===== src/rtl/multiword_add_ctrl_pkg.sv =====
// Shared types and sizing helpers for the multi-word chunked adder.
// Latency: none (declarations only). Backpressure: not applicable.
// Holds the sequencer state encoding, counter sizing and chunk slicing math.
package multiword_add_ctrl_pkg;

    typedef enum logic {
        IDLE = 1'b0,
        RUN  = 1'b1
    } state_t;

    localparam int DEF_W = 8;
    localparam int DEF_K = 4;

    // Chunk counter needs at least one bit even when K=1.
    function automatic int cnt_width(input int k);
        return (k > 1) ? $clog2(k) : 1;
    endfunction

    // Low bit position of chunk idx in a word built from w-bit chunks.
    function automatic int chunk_lo(input int idx, input int w);
        return idx * w;
    endfunction

endpackage


===== src/rtl/ripple_adder.sv =====
// N-bit ripple-carry adder, the shared chunk datapath.
// Latency: purely combinational.
// Backpressure: none; outputs track inputs continuously.
module ripple_adder #(
    parameter int N = 8
) (
    input  logic [N-1:0] iA,
    input  logic [N-1:0] iB,
    input  logic         iC,
    output logic [N-1:0] oS,
    output logic         oC
);

    always_comb begin
        logic carry;
        oS    = '0;
        carry = iC;
        for (int i = 0; i < N; i++) begin
            oS[i] = iA[i] ^ iB[i] ^ carry;
            carry = (iA[i] & iB[i]) | (carry & (iA[i] ^ iB[i]));
        end
        oC = carry;
    end

endmodule


===== src/rtl/multiword_add_ctrl.sv =====
// Adds two W*K-bit operands through one W-bit ripple_adder, LS chunk first (MULTIWORD_ADD_CTRL_SUB_EN adds iSub).
// Latency: start accepted at edge t, oDone pulses in the cycle after edge t+K; one op per K+1 cycles.
// Backpressure: oReady low while busy; iStart is ignored (not queued) until oReady returns.
module multiword_add_ctrl
    import multiword_add_ctrl_pkg::*;
#(
    parameter int W = DEF_W,
    parameter int K = DEF_K
) (
    input  logic           iClk,
    input  logic           iRst_n,
    input  logic           iStart,
    input  logic [W*K-1:0] iA,
    input  logic [W*K-1:0] iB,
    input  logic           iC,
`ifdef MULTIWORD_ADD_CTRL_SUB_EN
    input  logic           iSub,
`endif
    output logic           oReady,
    output logic           oDone,
    output logic [W*K-1:0] oS,
    output logic           oC
);

    localparam int            TW   = W * K;
    localparam int            CW   = cnt_width(K);
    localparam logic [CW-1:0] LAST = CW'(K - 1);

    state_t        state;
    logic [CW-1:0] cnt;
    logic          carry_q;
    logic [TW-1:0] a_q;
    logic [TW-1:0] b_q;
    logic [TW-1:0] s_q;
    logic          c_q;
    logic          done_q;
    logic          ready_q;

    logic [TW-1:0] b_in;
    logic          c_in;
    logic [W-1:0]  a_chunk;
    logic [W-1:0]  b_chunk;
    logic [W-1:0]  sum;
    logic          carry_out;

    // Subtraction is A + ~B + 1, so only the latched B and the initial carry change.
    always_comb begin
        b_in = iB;
        c_in = iC;
`ifdef MULTIWORD_ADD_CTRL_SUB_EN
        if (iSub) begin
            b_in = ~iB;
            c_in = 1'b1;
        end
`endif
    end

    assign a_chunk = a_q[chunk_lo(int'(cnt), W) +: W];
    assign b_chunk = b_q[chunk_lo(int'(cnt), W) +: W];

    ripple_adder #(
        .N (W)
    ) u_adder (
        .iA (a_chunk),
        .iB (b_chunk),
        .iC (carry_q),
        .oS (sum),
        .oC (carry_out)
    );

    always_ff @(posedge iClk or negedge iRst_n) begin
        if (!iRst_n) begin
            state   <= IDLE;
            cnt     <= '0;
            carry_q <= 1'b0;
            a_q     <= '0;
            b_q     <= '0;
            s_q     <= '0;
            c_q     <= 1'b0;
            done_q  <= 1'b0;
            ready_q <= 1'b1;
        end else begin
            done_q <= 1'b0;
            unique case (state)
                IDLE: begin
                    if (iStart) begin
                        a_q     <= iA;
                        b_q     <= b_in;
                        carry_q <= c_in;
                        cnt     <= '0;
                        ready_q <= 1'b0;
                        state   <= RUN;
                    end
                end
                RUN: begin
                    // Result is built in place; upper chunks keep old data until reached.
                    s_q[chunk_lo(int'(cnt), W) +: W] <= sum;
                    carry_q <= carry_out;
                    if (cnt == LAST) begin
                        c_q     <= carry_out;
                        done_q  <= 1'b1;
                        ready_q <= 1'b1;
                        cnt     <= '0;
                        state   <= IDLE;
                    end else begin
                        cnt <= cnt + CW'(1);
                    end
                end
            endcase
        end
    end

    assign oReady = ready_q;
    assign oDone  = done_q;
    assign oS     = s_q;
    assign oC     = c_q;

endmodule


===== config.mk =====
export PLATFORM = sky130hd
export DESIGN_NAME = multiword_add_ctrl
export DESIGN_NICKNAME = d
export VERILOG_FILES = /design/src/rtl/multiword_add_ctrl_pkg.sv /design/src/rtl/ripple_adder.sv /design/src/rtl/multiword_add_ctrl.sv
export SDC_FILE = /design/constraint.sdc
export NUM_CORES = 1
export LEC_CHECK = 0
export BUFFER_PORTS_ARGS = -buffer_cell sky130_fd_sc_hd__buf_2
export CAP_MARGIN = 20
export CORE_UTILIZATION = 55
export DETAILED_ROUTE_END_ITERATION = 7
export MAX_ROUTING_LAYER = met4
export PLACE_DENSITY_LB_ADDON = 0.25
export SETUP_SLACK_MARGIN = 0.02
export SYNTH_ARGS = -nofsm -noshare
export SYNTH_HDL_FRONTEND = slang
export SYNTH_SLANG_ARGS = --single-unit

===== constraint.sdc =====
create_clock -name iClk -period 12.86 [get_ports iClk]
set_input_delay 1.929 -clock iClk [delete_from_list [all_inputs] [get_ports iClk]]
set_output_delay 1.929 -clock iClk [all_outputs]
set_load 0.005 [all_outputs]

## Yosys cells after proc, flatten, opt, wreduce, memory -nomap -nowiden

Cells that the tools add are included.

- Output and inout port bits: 35
- Logic and storage cells: 76
- Register bits after elaboration: 103
- Bits of input ports: 68

- Reductions and logical operators: 3
- Bitwise gates (word level): 41
- Mux-type cells: 14
- Eq/ne operators: 3
- Shift-type cells: 4
- Add/subtract/negate cells: 2

Operators by type and width:

| operator | number |
|---|---|
| indexed part select 32 x 6 -> 8 bit | 2 |
| negation 5 -> 33 bit | 1 |
| variable shift 8 x 33 -> 32 bit, first input constant | 1 |
| indexed part select 8 x 33 -> 32 bit | 1 |
| bitwise mux 32 bit | 1 |
| bitwise AND 1 bit | 16 |
| XOR 1 bit | 16 |
| bitwise OR 1 bit | 8 |
| two-way mux 1 bit | 7 |
| one-hot mux 1 bit (2 select lines) | 3 |
| AND reduction 2 bit | 3 |
| two-way mux 2 bit | 2 |
| one-hot mux 2 bit (2 select lines) | 1 |
| adder 2 x 1 -> 2 bit, second input constant | 1 |
| == test 2 bit, second input constant | 1 |
| inequality test 2 x 1 -> 1 bit, second input constant | 1 |
| inequality test 2 bit, second input constant | 1 |
| inverter 1 bit | 1 |

## Depth between registers and ports, before layout

- Depth in word-level cells: 19
- Depth in mapped cells: 18
- Depth with buffers taken out: 17

## Cells and area by module

From an unflattened synthesis, not the netlist that was laid out.

- Cells, all modules: 318
- Area, all modules: 4892.2 um^2

Modules (own cells, without submodules):

| module | cells each | seq. area each (um^2) | times used | area each (um^2) |
|---|---|---|---|---|
| multiword_add_ctrl | 300 | 2578.7 | 1 | 4694.5 |
| ripple_adder | 18 | 0.0 | 1 | 197.7 |

## Worst setup path after synthesis

No wires, ideal clock.

- Path kind: register to register
- Start: reg cnt[0]
- End: reg s_q[31], in the netlist oS[31]
- Required time: 12.738 ns
- Clock period less this slack: 4.151 ns
- Slack: 8.709 ns
- Buffers on the path: 1
- Stages on the path, launching flop included: 19
- Setup time: 0.122 ns
- Arrival time: 4.029 ns
- Path through: dfrtp_1 > buf_6 > mux4_1 > inv_1 > fa_1 > inv_1 > fa_1 > fa_1 > inv_1 > fa_1 > fa_1 > inv_1 > fa_1 > inv_1 > fa_1 > inv_1 > fa_1 > and2_1 > a32o_1

- Word-level cells in the longest chain between the ends: 19
- Elaborated cells between the ends (all ways): 43
- Those cells by class: add/sub: 1; shift: 4; mux: 1; bitwise: 37

Ends and longest elaborated chain:

| element | RTL line | RTL |
|---|---|---|
| start, declared | multiword_add_ctrl.sv:30 | `logic [CW-1:0] cnt;` |
| start signal, assigned | multiword_add_ctrl.sv:106 | `cnt <= cnt + CW'(1);` |
| indexed part select 32 x 6 -> 8 bit, on equally long branches | multiword_add_ctrl.sv:58, multiword_add_ctrl.sv:59 |  |
| XOR 1 bit | ripple_adder.sv:19, ripple_adder.sv:20 |  |
| bitwise AND 1 bit | ripple_adder.sv:20 | `carry = (iA[i] & iB[i]) \| (carry & (iA[i] ^ iB[i]));` |
| bitwise OR 1 bit | ripple_adder.sv:20 |  |
| bitwise AND 1 bit | ripple_adder.sv:20 |  |
| bitwise OR 1 bit | ripple_adder.sv:20 |  |
| bitwise AND 1 bit | ripple_adder.sv:20 |  |
| bitwise OR 1 bit | ripple_adder.sv:20 |  |
| [3 not listed] | n/a |  |
| bitwise OR 1 bit | ripple_adder.sv:20 |  |
| bitwise AND 1 bit | ripple_adder.sv:20 |  |
| bitwise OR 1 bit | ripple_adder.sv:20 |  |
| bitwise AND 1 bit | ripple_adder.sv:20 |  |
| bitwise OR 1 bit | ripple_adder.sv:20 |  |
| XOR 1 bit | ripple_adder.sv:19 | `oS[i] = iA[i] ^ iB[i] ^ carry;` |
| indexed part select 8 x 33 -> 32 bit | multiword_add_ctrl.sv:97 | `s_q[chunk_lo(int'(cnt), W) +: W] <= sum;` |
| bitwise mux 32 bit * | multiword_add_ctrl.sv:97 |  |
| end signal, assigned by index | multiword_add_ctrl.sv:97 |  |
| end, declared | multiword_add_ctrl.sv:34 | `logic [TW-1:0] s_q;` |

Every way passes the cells marked *; elsewhere a longest branch is shown, timed or not.
A chain may end at the register's enable or synchronous reset.

## Worst setup path after layout

Same ends and word-level chain as after synthesis.

==> results.json <==
{
  "status": "finished clean",
  "yosys.area.top_type": "dfrtp_1",
  "reg2reg_slack_ns": 8.24,
  "crit_path_frequent_cell": "fa_1",
  "cts.repair.resized": 0,
  "routed_wl_microns": 9430,
  "rsz0062_at_grt": "false",
  "cp_max_fo": 23,
  "start_util": 0.565,
  "max_stage_delay_ns": 0.60,
  "drv_cap": 0,
  "postCtsHoldBufs": 0,
  "cts_tree": "done",
  "min_period_ns": 4.62,
  "layout-drive-gt1-share": 0.473,
  "htree_levels": 3,
  "detailedRoute.firstPassIterationCount": 4,
  "core-area_sq_um": 8680,
  "hold_viol_final": 0,
  "mostFrequentLayoutCells": "dfrtp_1 (102), buf_2 (101), mux2_4 (38)",
  "worstSetupPathType": "reg -> reg",
  "synthTopCellsByArea": "dfrtp_1 (52%), mux2_4 (12%), mux2_2 (6.2%)",
  "wl_per_cell_microns": 18.2,
  "min_path_type": "reg -> reg",
  "slew_violations": 0,
  "syn_nets": 392,
  "cts-root-buf": "clkbuf_8",
  "start_kind": "register",
  "top_level_ports": 103,
  "drtIter0Drc": 116,
  "stdcell_count": 518,
  "cts_buffer_depth": 2,
  "cp-end-kind": "register",
  "hold_ws_ns": 0.495,
  "cp_slowest_cell": "mux4_1",
  "numCtsBuffers": 9,
  "synth-seq-area-share": 0.526,
  "clk_pin_slew_ns": 0.09,
  "die_width_microns": 96.4,
  "ir_worst_vdd_mv": 0.128,
  "timing.fmax_mhz": 216,
  "p_leak_nw": 2.70,
  "via_count": 2856,
  "ys_ff_latch": 103,
  "grt_usage": 0.226,
  "ant_nets": 0,
  "grt_pass1_vias": 2941,
  "worst_ep_arrival_time_ns": 4.88,
  "grt_pass1_wl_microns": 14800,
  "port_buffers": 102,
  "gp_congestion": 0.765,
  "placed_cells": 502,
  "fin_nets": 487,
  "fp.dieH_microns": 96.4,
  "path_cells": "buf_4 -> mux4_1 -> inv_1 -> fa_1 -> inv_1 -> fa_1 -> fa_1 -> inv_1 -> fa_1 -> fa_1 -> inv_1 -> fa_1 -> inv_1 -> fa_1 -> inv_1 -> fa_1 -> and2_1 -> a32o_1",
  "syn_inst": 310,
  "synth.avg_cell_area_sq_um": 15.8,
  "utilization": 0.640,
  "period_share": 0.360,
  "netlist.area_leader.share": 0.520,
  "netlist_area_sq_um": 4900,
  "clock_skew_ns": 0.00795,
  "cts_setup_buffers": 0,
  "dp.final_hpwl_microns": 6600,
  "fin_ws_ns": 8.24,
  "dieArea_sq_um": 9300,
  "critPathRequiredTime_ns": 13.11,
  "ys_types": 32,
  "syn_to_final_growth_pct": 13.3,
  "grt_max_degree": 67,
  "routed_via_density": 5.51,
  "drc_errors": 0,
  "rows": 34,
  "final_common_cell": "dfrtp_1",
  "setup_viol_count_final": 0,
  "worst_pin_slew_ns": 1.04,
  "fin_tns_setup_ns": 0,
  "post-place-ws_ns": 8.22,
  "synth_warnings": 0,
  "clk_latency_ns": 0.36,
  "clkSinkCount": 103,
  "relSlewSlack": 0.306,
  "grt_remaining_overflow": 0,
  "num_antenna_cells": 0,
  "power_density_nw_per_um2": 287,
  "antenna_found_initial": 0
}
## area by class of cell
cell class | instances | area (sq um)
multi-input combinational | 166 | 2060
inverter | 20 | 75.1
fill | 689 | 3120
tap | 108 | 135
clock inverter | 4 | 30.0
timing repair buffer | 105 | 536
sequential | 103 | 2580
clock buffer | 12 | 145
## per-stage QoR
stage          total power [mW]  cell area, sq um
6_report                   1.60              5560
5_1_grt                    1.72              5560
4_1_cts                    1.61              5560
3_5_place_dp               1.42              5380
3_3_place_gp               1.40              5380
2_1_floorplan              1.18              4900
## kinds of logic after synthesis
logic type / Yosys count / synth area share
AO/OA/AOI/OAI: 36 / 0.0681
adder cells (fa/ha/maj): 14 / 0.0480
multiplexers: 82 / 0.261
AND/OR/NAND/NOR: 34 / 0.0426
flip-flops: 103 / 0.526
buffers and inverters: 41 / 0.0548
## synthesized netlist by cell type
library cell  count
buf_2             6
buf_12            5
clkbuf_1          5
nand3b_1          4
o21ai_0           1
buf_4             3
nand2b_1          3
a32o_1           24
o2bb2ai_1         8
nor2_1            1
nor2b_1           6
buf_6             2
o22ai_1           1
nor2b_4           1
nand3_1           4
or3b_2            1
and2b_1           1
mux2i_1           1
and3b_1           1
ha_1              6
mux2_2           27
o31ai_1           1
and2_1            6
dfstp_2           1
nand2_1           6
inv_1            20
mux4_2            7
a21oi_1           1
fa_1              8
mux4_1            9
mux2_4           38
dfrtp_1         102
## state kept, by name, summed over array words and instances, names as in the netlist
register  cells
a_q          32
b_q          32
oS           32
cnt           2
carry_q       1
oC            1
oDone         1
oReady        1
state         1
## worst max-delay path: cells and delay by family (launching register included)
| family | cells | cell delay, ns |
|---|---|---|
| simple gates | 1 | 0.17 |
| compound gates | 1 | 0.25 |
| fa+ha+maj | 8 | 2.26 |
| flops | 1 | 0.46 |
| mux | 1 | 0.60 |
| buf+inv | 7 | 0.76 |
## worst paths after layout
| check | start | to | cells past startpoint |
|---|---|---|---|
| worst max-delay path | cnt[0] | oS[31] | 18 |
| worst min register to register | oS[2] | oS[2] | 1 |
| min in group asynchronous | iRst_n | a_q[13] | 1 |
| worst max register to register | cnt[0] | oS[31] | 18 |
| worst min-delay path | oS[2] | oS[2] | 1 |
| max in group asynchronous | iRst_n | oS[3] | 2 |
## per-layer routing
metal / wire length (microns) / vias to the layer above / GRT usage
met5: 0 / - / -
met1: 4420 / 1453 / 0.299
met4: 69 / 0 / 0.0441
li1: - / 1326 / -
met2: 4590 / 70 / 0.363
met3: 343 / 7 / 0.0540
## power breakdown
part           leakage, nW  internal, mW  switching [mW]
clock network       0.0870        0.0767           0.106
logic                 1.34         0.431           0.412
registers             1.27         0.471          0.0991
No activity file was read; power rests on OpenSTA's default activity.
